## src/rtl/stream_muxn.sv

```systemverilog
// N-to-1 valid/ready stream multiplexer with a registered output stage.
// The channel select is locked for the whole packet so packets never interleave.
module stream_muxn #(
    parameter int WIDTH = 64,
    parameter int N     = 4,
    localparam int SEL_W = $clog2(N)
) (
    input  logic               clk,
    input  logic               rst,
    input  logic [SEL_W-1:0]   sel,
    input  logic [N*WIDTH-1:0] in_data,
    input  logic [N-1:0]       in_valid,
    input  logic [N-1:0]       in_last,
    output logic [N-1:0]       in_ready,
    output logic [WIDTH-1:0]   out_data,
    output logic               out_valid,
    output logic               out_last,
    input  logic               out_ready,
    output logic               locked
);

    typedef enum logic [0:0] {
        ST_IDLE   = 1'b0,
        ST_LOCKED = 1'b1
    } state_t;

    state_t             state_r;
    logic [SEL_W-1:0]   lock_sel_r;
    logic [WIDTH-1:0]   out_data_r;
    logic               out_valid_r;
    logic               out_last_r;
    logic               locked_r;

    logic [SEL_W-1:0]   active_sel_s;
    logic               can_load_s;
    logic [N-1:0]       ready_s;
    logic [WIDTH-1:0]   mux_data_s;
    logic               mux_last_s;
    logic               accept_s;

    // Channel steering, per-channel ready and accept detection.
    // An out-of-range select matches no channel, so nothing is ready.
    always_comb begin
        active_sel_s = (state_r == ST_LOCKED) ? lock_sel_r : sel;
        can_load_s   = !out_valid_r || out_ready;
        ready_s      = '0;
        mux_data_s   = '0;
        mux_last_s   = 1'b0;
        for (int k = 0; k < N; k++) begin
            if (SEL_W'(k) == active_sel_s) begin
                ready_s[k] = can_load_s && !rst;
                mux_data_s = in_data[k*WIDTH +: WIDTH];
                mux_last_s = in_last[k];
            end else begin
                ready_s[k] = 1'b0;
            end
        end
        accept_s = |(in_valid & ready_s);
    end

    // Output register and packet-lock FSM; locked is updated with the state.
    always_ff @(posedge clk) begin
        if (rst) begin
            state_r     <= ST_IDLE;
            lock_sel_r  <= '0;
            out_data_r  <= '0;
            out_valid_r <= 1'b0;
            out_last_r  <= 1'b0;
            locked_r    <= 1'b0;
        end else begin
            if (accept_s) begin
                out_data_r  <= mux_data_s;
                out_last_r  <= mux_last_s;
                out_valid_r <= 1'b1;
            end else if (out_valid_r && out_ready) begin
                out_valid_r <= 1'b0;
            end else begin
                out_valid_r <= out_valid_r;
            end

            case (state_r)
                ST_IDLE: begin
                    if (accept_s && !mux_last_s) begin
                        state_r    <= ST_LOCKED;
                        lock_sel_r <= active_sel_s;
                        locked_r   <= 1'b1;
                    end else begin
                        state_r    <= ST_IDLE;
                        locked_r   <= 1'b0;
                    end
                end
                ST_LOCKED: begin
                    if (accept_s && mux_last_s) begin
                        state_r  <= ST_IDLE;
                        locked_r <= 1'b0;
                    end else begin
                        state_r  <= ST_LOCKED;
                        locked_r <= 1'b1;
                    end
                end
                default: begin
                    state_r  <= ST_IDLE;
                    locked_r <= 1'b0;
                end
            endcase
        end
    end

    assign in_ready  = ready_s;
    assign out_data  = out_data_r;
    assign out_valid = out_valid_r;
    assign out_last  = out_last_r;
    assign locked    = locked_r;

endmodule

```

## config.mk

```make
export PLATFORM = sky130hd
export DESIGN_NAME = stream_muxn
export DESIGN_NICKNAME = d
export VERILOG_FILES = /design/src/rtl/stream_muxn.sv
export SDC_FILE = /design/constraint.sdc
export NUM_CORES = 1
export LEC_CHECK = 0
export ABC_CLOCK_PERIOD_IN_PS = 2750
export BUFFER_PORTS_ARGS = -buffer_cell sky130_fd_sc_hd__clkbuf_2
export CAP_MARGIN = 0
export CORE_AREA = 2 2 132 134
export CTS_CLUSTER_SIZE = 25
export DETAILED_ROUTE_END_ITERATION = 6
export DIE_AREA = 0 0 134 136
export HOLD_SLACK_MARGIN = 0.1
export SLEW_MARGIN = 20
export SYNTH_ARGS = -nofsm -noshare
export SYNTH_HDL_FRONTEND = slang
export SYNTH_SLANG_ARGS = --single-unit
```

## constraint.sdc

```tcl
create_clock -name clk -period 2.75 [get_ports clk]
set_input_delay 0.1375 -clock clk [delete_from_list [all_inputs] [get_ports clk]]
set_output_delay 0.1375 -clock clk [all_outputs]
set_load 0.005 [all_outputs]
```

==> results of run 1 <==
worst min-delay path: cells and delay by family:
family / cells / cell delay, ns
compound gates: 1 / 0.07
buf+inv: 1 / 0.07
simple gates: 1 / 0.12
cell usage after synthesis:
cell	n	share of area [%]
nand3_2	30	6.4
o31a_1	1	0.19
buf_2	12	1.3
a31o_2	1	0.19
inv_1	1	0.080
buf_1	4	0.32
nand3_1	163	17
nor3_1	4	0.43
nor2b_1	1	0.13
and3b_1	1	0.19
mux4_2	2	0.97
nand3b_1	1	0.16
nand2_1	322	26
o21ai_0	2	0.21
mux2i_1	2	0.43
a211oi_2	1	0.27
nand2b_1	3	0.40
a21oi_1	69	7.4
buf_6	10	2.4
or4b_2	1	0.21
o31ai_1	2	0.32
mux2_2	2	0.48
nor3b_1	2	0.32
dfxtp_1	69	30
nor2_1	1	0.080
clkbuf_1	40	3.2
a311oi_1	1	0.19
nand2b_2	1	0.19
o311a_1	1	0.21
nor2b_2	1	0.19
power by group:
group          internal, W  switching [W]
clock network     0.000767       0.000423
logic             0.000463       0.000669
registers          0.00110      0.0000511
state kept, by name (all words and copies together), names as in the netlist:
signal,count
out_data,64
lock_sel_r,2
locked,1
out_last,1
out_valid,1
layer usage:
layer  global-route usage, %  vias up  share of wire [%]
li1                        -     3083                  -
met2                    33.5      218                 48
met4                    5.44        0                1.6
met5                       0        -                  0
met3                    4.70       20                6.3
met1                    24.8     2724                 44
final cells by class:
type,count,share of cell area [%]
Tap cell,225,4.17
Multi-Input combinational cell,615,44.1
Clock inverter,1,0.445
Inverter,1,0.0557
Sequential cell,69,20.5
Clock buffer,13,4.01
Timing Repair Buffer,350,26.8
kinds of logic (layout without fill, tap and decap cells):
family,after synthesis,in the layout,synth area share (%)
AOI/OAI and AO/OA,78,78,8.99
and+or+nand+nor,531,531,52.2
buffers and inverters,67,365,7.33
muxes,6,6,1.88
DFF,69,69,29.6
stage by stage:
| stage | util, % | hold slack (ns) | cell area, um^2 | setup slack [ns] |
|---|---|---|---|---|
| floorplan | - | 0.341 | 4660 | 0.805 |
| global placement | 38.2 | 0.442 | 6440 | 0.307 |
| detailed placement | 38.2 | 0.445 | 6440 | 0.257 |
| CTS | 40.0 | 0.103 | 6740 | 0.231 |
| global route | 40.0 | 0.146 | 6740 | 0.0718 |
| finish | 40.0 | 0.119 | 6740 | 0.271 |
worst paths after layout:
path	slack (ns)	from	cells after the start	endpoint
max	0.27	locked	7	out_data[48]
min	0.12	out_ready	3	out_valid
max reg2reg	0.27	locked	7	out_data[48]
min reg2reg	0.45	out_data[14]	2	out_data[14]
==> run summary, run 1 <==
# diodes: 0
Commonest non-fill, non-tap cell in the layout: clkbuf_2
Placed Instances: 1260
Worst Tran Pin Value: 0.932 ns
Crit-path cells: buf_4 -> mux2_2 -> mux4_2 -> nor2b_4 -> buf_4 -> nand3_1 -> a21oi_1
Antenna Nets Post-Route: 0
Cell Pwr Density: 514 mW/mm^2
Root buf cell: clkbuf_16
WP buf/inv: 2
# DRC: 0
Clock skew: 0.00328 ns
First-pass GRT wire length: 28600 um
Initial Utilization: 27.6%
Most frequent cells in the layout: clkbuf_2 (339), nand2_1 (322), nand3_1 (163), a21oi_1 (69), dfxtp_1 (69)
Port Buffers: 339
Crit path time final: 2.48 ns
Top Ports: 340
Crit-path max cell delay: 0.72 ns
Cell leakage power: 3.38 nW
CTS tree: built
Post-DP HPWL: 13200 um
Fraction of layout cells with a size suffix above 1: 38.5%
Detailed Route WL: 18300 um
Critical Path Most Common Cell: buf_4
DR WL/cell: 14.4 um
Site Rows: 48
Total design power: 0.00347 W
Crit share post-route: 90.1%
Setup TNS: 0 ns
Largest net degree at the start of global routing: 70
Final Max Slew Viols: 0
Final Hold Fails: 0
Nets: 1315
Fillers: 1868
Die area: 0.0182 mm^2
Vias in the first global route: 5743
Post-CTS sizing: 0
Yosys warnings: 0
CTS clk-pin slew, worst paths: 0.05 ns
Total congestion overflow: 0
Global-route usage over all layers: 19.6%
Data arrival time of the worst path: 2.73 ns
Setup-failing EPs final: 0
Max clock buf depth: 2
Skew-Pair Late Insertion Delay: 0.33 ns
Vias post-DR: 6045
Unrepaired setup endpoints after global routing: false
Gpl congestion: 0.789
Core Area: 0.0169 mm^2
Sequential cell area fraction in the yosys report: 29.6%
Number of hold buffers added after CTS: 0
VDD IR max: 0.290 mV
Post-synth cell types: 30
Synth Register Bits: 69
Worst setup path class: reg -> reg
Vias/cell: 4.74
Die Width: 134 um
Cells after Synth: 751
Post-synthesis cell area: 0.00466 mm^2
Sequential Area: 0.00138 mm^2
Multi-input gate area: 0.00297 mm^2
DRT Pass-1 Iters: 5
Maximum clock frequency: 403 MHz
Initial antenna violation count: 0
Iteration-0 DRC Markers: 331
Worst slew margin: 37.8%
CP endpoint kind: flip-flop
Syn avg cell area: 6.21 um^2
Max cap viols: 0
Critical path fanouts, max: 67
Sink Count: 69
Non-Filler Instances: 1274
Area Growth Syn to Fin: 44.7%
WP data required: 3.00 ns
Die height: 136 um
Status: completed
HP Class: in -> reg
Slowest CP cell: buf_4
Syn_nets: 1020
Delay-heaviest family, CP: buffers and inverters
Total CTS buffers: 9
# H-tree levels: 3
CP startpoint kind: flip-flop
Setup repair bufs after CTS: 0
No activity file was read; power rests on OpenSTA's default activity.
==> inputs of run 2 (changes only) <==
--- a/config.mk
+++ b/config.mk
@@ -5,7 +5,7 @@
 export SDC_FILE = /design/constraint.sdc
 export NUM_CORES = 1
 export LEC_CHECK = 0
-export ABC_CLOCK_PERIOD_IN_PS = 2750
+export ABC_CLOCK_PERIOD_IN_PS = 2700
 export BUFFER_PORTS_ARGS = -buffer_cell sky130_fd_sc_hd__clkbuf_2
 export CAP_MARGIN = 0
 export CORE_AREA = 2 2 132 134
==> constraint.sdc (replaced) <==
create_clock -name clk -period 2.7 [get_ports clk]
set_input_delay 0.135 -clock clk [delete_from_list [all_inputs] [get_ports clk]]
set_output_delay 0.135 -clock clk [all_outputs]
set_load 0.005 [all_outputs]
==> run summary, run 2 (synthesized netlist as in run 1, its figures left out) <==
Gpl congestion: 0.821 (+4.1%)
Core Area: 0.0169 mm^2 (unchanged)
Cell leakage power: 3.38 nW (about the same)
Vias/cell: 4.75 (about the same)
Total congestion overflow: 0 (unchanged)
Worst slew margin: 46.8% (+9.0 points)
Die Width: 134 um (unchanged)
R2R Setup Slk: 0.60 ns (+0.33 ns)
Crit share post-route: 80.6%
Fraction of layout cells with a size suffix above 1: 38.5% (about the same)
Post-CTS sizing: 0 (unchanged)
Data arrival time of the worst path: 2.04 ns (-0.69 ns)
Non-Filler Instances: 1277 (+0.24%)
CTS tree: built
Root buf cell: clkbuf_16
Vias post-DR: 6064 (+0.31%)
R2R Path End: out_data[4]
Unrepaired setup endpoints after global routing: false
Hold path endpoint: out_valid
Iteration-0 DRC Markers: 291 (-12%)
Skew-Pair Late Insertion Delay: 0.33 ns (about the same)
Hold Crit Start: out_ready
VDD IR max: 0.254 mV (-12%)
Worst setup path class: reg -> out
Placed Instances: 1261 (+0.079%)
Cell Pwr Density: 511 mW/mm^2 (-0.60%)
Post-DP HPWL: 13200 um (+0.16%)
Final Hold Fails: 0 (unchanged)
Sink Count: 69 (unchanged)
Site Rows: 48 (unchanged)
HP Class: in -> reg
Status: completed
Setup-failing EPs final: 0 (unchanged)
WHS Path Cells: 3 (unchanged)
Vias in the first global route: 5689 (-0.94%)
Setup TNS: 0 ns (unchanged)
First-pass GRT wire length: 28400 um (-0.72%)
Initial antenna violation count: 1 (+1)
Worst Tran Pin Value: 0.798 ns (-0.134 ns)
CP startpoint kind: flip-flop
Largest net degree at the start of global routing: 131 (+87%)
# DRC: 0 (unchanged)
DRT Pass-1 Iters: 4 (-1)
Nets: 1316 (+0.076%)
Port Buffers: 339 (unchanged)
Detailed Route WL: 18300 um (-0.27%)
Total CTS buffers: 9 (unchanged)
Cells on worst reg2reg path: 7 (unchanged)
Area Growth Syn to Fin: 44.7% (about the same)
Clock skew: 0.00597 ns (+0.00269 ns)
Top Ports: 340 (unchanged)
Max cap viols: 0 (unchanged)
Number of hold buffers added after CTS: 0 (unchanged)
Setup ws final: 0.524 ns (+0.253 ns)
Maximum clock frequency: 460 MHz
Initial Utilization: 27.6% (unchanged)
DR WL/cell: 14.3 um (-0.50%)
Most frequent cells in the layout: clkbuf_2 (339), nand2_1 (322), nand3_1 (163), a21oi_1 (69), dfxtp_1 (69)
Commonest non-fill, non-tap cell in the layout: clkbuf_2
CP endpoint kind: primary output
Die height: 136 um (unchanged)
Setup repair bufs after CTS: 0 (unchanged)
Critical path fanouts, max: 61 (-9.0%)
Critical Path Start: locked
Setup WS pre-CTS: 0.595 ns (+0.338 ns)
Antenna Nets Post-Route: 0 (unchanged)
Global-route usage over all layers: 19.5% (-0.15 points)
# H-tree levels: 3 (unchanged)
Worst hold slack: 0.163 ns (+0.0435 ns)
Die area: 0.0182 mm^2 (unchanged)
Max clock buf depth: 2 (unchanged)
Worst r2r src: locked
Crit path time final: 2.18 ns
CTS clk-pin slew, worst paths: 0.06 ns (about the same)
WP data required: 2.57 ns (-0.43 ns)
Largest register FFs: 64 (unchanged)
Total design power: 0.00345 W (-0.58%)
Final Max Slew Viols: 0 (unchanged)
[run 2: cell types whose count changed in the layout (fill, tap and decap cells not counted), sizes merged]
cell	change
bufinv	-1
buf	+1
diode	+1
clkbuf	+1
clkinv	+1
[run 2: worst max-delay path, cell delays in order, from the launching register on]
cell and delay (ns):
dfxtp_1 0.37, buf_4 0.23, mux2i_4 0.29, buf_4 0.54
nor3_1 0.13, clkbuf_2 0.14
[run 2: stage by stage]
stage               instance area (um^2)  utilization (%)
finish                              6750             40.0
global route                        6750             40.0
CTS                                 6740             40.0
detailed placement                  6460             38.3
global placement                    6460             38.3
floorplan                           4660                -
[run 2: worst max-delay path by stage]
stage | end | slack, ns | cells past startpoint
floorplan | out_data[0] | 0.76 | 7
global placement | locked | 0.63 | 7
detailed placement | locked | 0.60 | 7
CTS | in_ready[3] | 0.48 | 5
global route | in_ready[3] | 0.37 | 5
finish | in_ready[3] | 0.52 | 5
[run 2: area by class of cell]
type / instances / area (um^2)
repair buffers: 351 / 1820
well taps: 225 / 282
flip-flops and latches: 69 / 1380
multi-input cells: 615 / 2970
clock inverters: 1 / 5.00
fillers: 1848 / 10100
clock buffers: 14 / 274
inverters: 1 / 3.75
diodes: 1 / 2.50
[run 2: where the power goes]
group	internal [W]	switching (W)	total [W]
Combinational	0.000476	0.000686	0.00116
Clock	0.000691	0.000428	0.00112
Sequential	0.00112	0.0000522	0.00117
[run 2: layer usage]
metal  track usage, %  part of all wire, %  vias up  wire length (um)
met4             9.46                  2.8        0               518
met1             24.3                   43     2705              7880
met3             4.06                  6.9       33              1250
li1                 -                    -     3098                 -
met5                0                    0        -                 0
met2             32.0                   47      228              8620
==> inputs of run 3 (changes only) <==
--- a/config.mk
+++ b/config.mk
@@ -5,13 +5,13 @@
 export SDC_FILE = /design/constraint.sdc
 export NUM_CORES = 1
 export LEC_CHECK = 0
-export ABC_CLOCK_PERIOD_IN_PS = 2700
+export ABC_CLOCK_PERIOD_IN_PS = 1980
 export BUFFER_PORTS_ARGS = -buffer_cell sky130_fd_sc_hd__clkbuf_2
 export CAP_MARGIN = 0
-export CORE_AREA = 2 2 132 134
+export CORE_AREA = 2 2 134 136
 export CTS_CLUSTER_SIZE = 25
 export DETAILED_ROUTE_END_ITERATION = 6
-export DIE_AREA = 0 0 134 136
+export DIE_AREA = 0 0 136 138
 export HOLD_SLACK_MARGIN = 0.1
 export SLEW_MARGIN = 20
 export SYNTH_ARGS = -nofsm -noshare
==> constraint.sdc (replaced) <==
create_clock -name clk -period 1.98 [get_ports clk]
set_input_delay 0.099 -clock clk [delete_from_list [all_inputs] [get_ports clk]]
set_output_delay 0.099 -clock clk [all_outputs]
set_load 0.005 [all_outputs]
==> run summary, run 3 (synthesized netlist as in run 1, its figures left out) <==
Area Growth Syn to Fin: 47.9%
CP startpoint kind: flip-flop
Die height: 138 um (+1.5%)
Non-Filler Instances: 1284 (+0.55%)
Met3 Usage GRT: 4.00% (-0.067 points)
Gpl congestion: 0.826 (+0.51%)
# H-tree levels: 3 (unchanged)
Critical path depth in cells: 6 (+1)
Largest net degree at the start of global routing: 131 (unchanged)
Largest register FFs: 64 (unchanged)
Vias post-DR: 6079 (+0.25%)
Top Ports: 340 (unchanged)
Nets: 1320 (+0.30%)
Fraction of layout cells with a size suffix above 1: 38.8% (+0.27 points)
R2R Setup Slk: 0.12 ns (-0.48 ns)
VDD IR max: 0.359 mV (+41%)
Post-DP HPWL: 13100 um (-0.83%)
Root buf cell: clkbuf_16
Worst r2r src: locked
Initial Utilization: 26.6% (-1.0 points)
R2R Path End: locked
Cell leakage power: 3.44 nW (+1.9%)
Die Width: 136 um (+1.5%)
Site Rows: 49 (+2.1%)
First-pass GRT wire length: 28500 um (+0.56%)
Final Max Slew Viols: 0 (unchanged)
Total congestion overflow: 0 (unchanged)
Worst slew margin: 57.7% (+11 points)
Clock skew: 0.00740 ns (+0.00144 ns)
Status: completed
DR WL/cell: 14.2 um (-0.62%)
Unrepaired setup endpoints after global routing: false
Global-route usage over all layers: 19.1% (-0.36 points)
Most frequent cells in the layout: clkbuf_2 (339), nand2_1 (322), nand3_1 (163), a21oi_1 (69), dfxtp_1 (68)
Cell Pwr Density: 710 mW/mm^2 (+39%)
WP buf/inv: 1 (-2)
Die area: 0.0188 mm^2 (+3.0%)
Worst setup path class: reg -> reg
WP data required: 2.22 ns (-0.35 ns)
Detailed Route WL: 18300 um (about the same)
CTS clk-pin slew, worst paths: 0.06 ns (about the same)
Met2 usage: 31.6% (-0.42 points)
Slowest CP cell: dfxtp_4
Sink Count: 69 (unchanged)
Crit-path max cell delay: 0.37 ns (-0.17 ns)
Worst Tran Pin Value: 0.635 ns (-0.163 ns)
Total CTS buffers: 9 (unchanged)
Iteration-0 DRC Markers: 383 (+32%)
Maximum clock frequency: 539 MHz
Initial antenna violation count: 0 (-1)
Placed Instances: 1268 (+0.56%)
# DRC: 0 (unchanged)
End point of the critical path: locked
Commonest non-fill, non-tap cell in the layout: clkbuf_2
Crit share post-route: 93.7%
Vias/cell: 4.73 (-0.30%)
Critical path fanouts, max: 34 (-44%)
Most Used Layer, Global Route: met2
Delay-heaviest family, CP: multiplexers
Max cap viols: 0 (unchanged)
CP endpoint kind: flip-flop
Final Hold Fails: 0 (unchanged)
CTS tree: built
Data arrival time of the worst path: 2.10 ns (+0.06 ns)
Antenna Nets Post-Route: 0 (unchanged)
Vias in the first global route: 5567 (-2.1%)
Skew-Pair Late Insertion Delay: 0.33 ns (about the same)
DRT Pass-1 Iters: 5 (+1)
Cells on worst reg2reg path: 6 (-1)
Port Buffers: 339 (unchanged)
Setup TNS: 0 ns (unchanged)
Crit path time final: 1.86 ns
Core Area: 0.0175 mm^2 (+3.9%)
HP Class: in -> reg
Crit-path cells: mux2_4 -> mux4_2 -> nor2b_4 -> buf_12 -> nor2_1 -> a211oi_2
Max clock buf depth: 2 (unchanged)
Setup-failing EPs final: 0 (unchanged)
Met1 GRT Util: 24.2% (-0.12 points)
Critical Path Start: locked
[run 3: repair_timing]
action | in CTS | in global routing
endpoints found under the setup margin | 0 | 64
hold buffers | 1 | 0
buffers inserted | 0 | 0
resized for setup | 0 | 2
hold endpoints to repair | 1 | 0
[run 3: final cells by class]
cell class | count | area (um^2)
diodes | 1 | 2.50
clock buffers | 13 | 270
clock inverters | 1 | 30.0
fillers | 1930 | 10600
inverters | 1 | 3.75
multi-input cells | 615 | 2970
flip-flops and latches | 69 | 1390
well taps | 229 | 287
repair buffers | 355 | 1940
[run 3: how the worst min path moves through the flow]
stage                       startpoint      endpoint  slack, ns  depth (start not counted)
after global routing       in_data[55]  out_data[55]       0.13                          5
after global placement       out_ready     out_valid       0.43                          3
after CTS                  in_data[50]  out_data[50]       0.11                          5
after detailed placement     out_ready     out_valid       0.44                          3
final                     in_data[167]  out_data[39]       0.13                          5
after floorplan              out_ready     out_valid       0.30                          2
[run 3: report_power, final]
| group | internal, W | switching [W] |
|---|---|---|
| clock | 0.00106 | 0.000589 |
| sequential | 0.00152 | 0.0000661 |
| combinational | 0.000697 | 0.000957 |
[run 3: per-stage QoR]
step,util (%),hold WS (ns),total power (W),area [um^2],worst slack (ns)
floorplan,-,0.303,0.00258,4660,0.0352
global placement,37.5,0.431,0.00328,6580,0.100
detailed placement,37.5,0.439,0.00328,6580,0.0485
CTS,39.3,0.110,0.00498,6890,0.0261
global route,39.3,0.133,0.00523,6890,0.0127
finish,39.3,0.128,0.00489,6900,0.124
[run 3: layer usage]
layer	vias to the layer above	share of wire, %
li1	3102	-
met1	2722	42
met2	225	49
met3	30	6.8
met4	0	2.4
met5	-	0
[run 3: worst register-to-register path, delay by kind of cell (launching register included)]
family                 cells  cell delay [ns]
multiplexers               2             0.69
flip-flops                 1             0.37
AND/OR/NAND/NOR            2             0.28
buffers and inverters      1             0.23
AO/OA/AOI/OAI              1             0.19
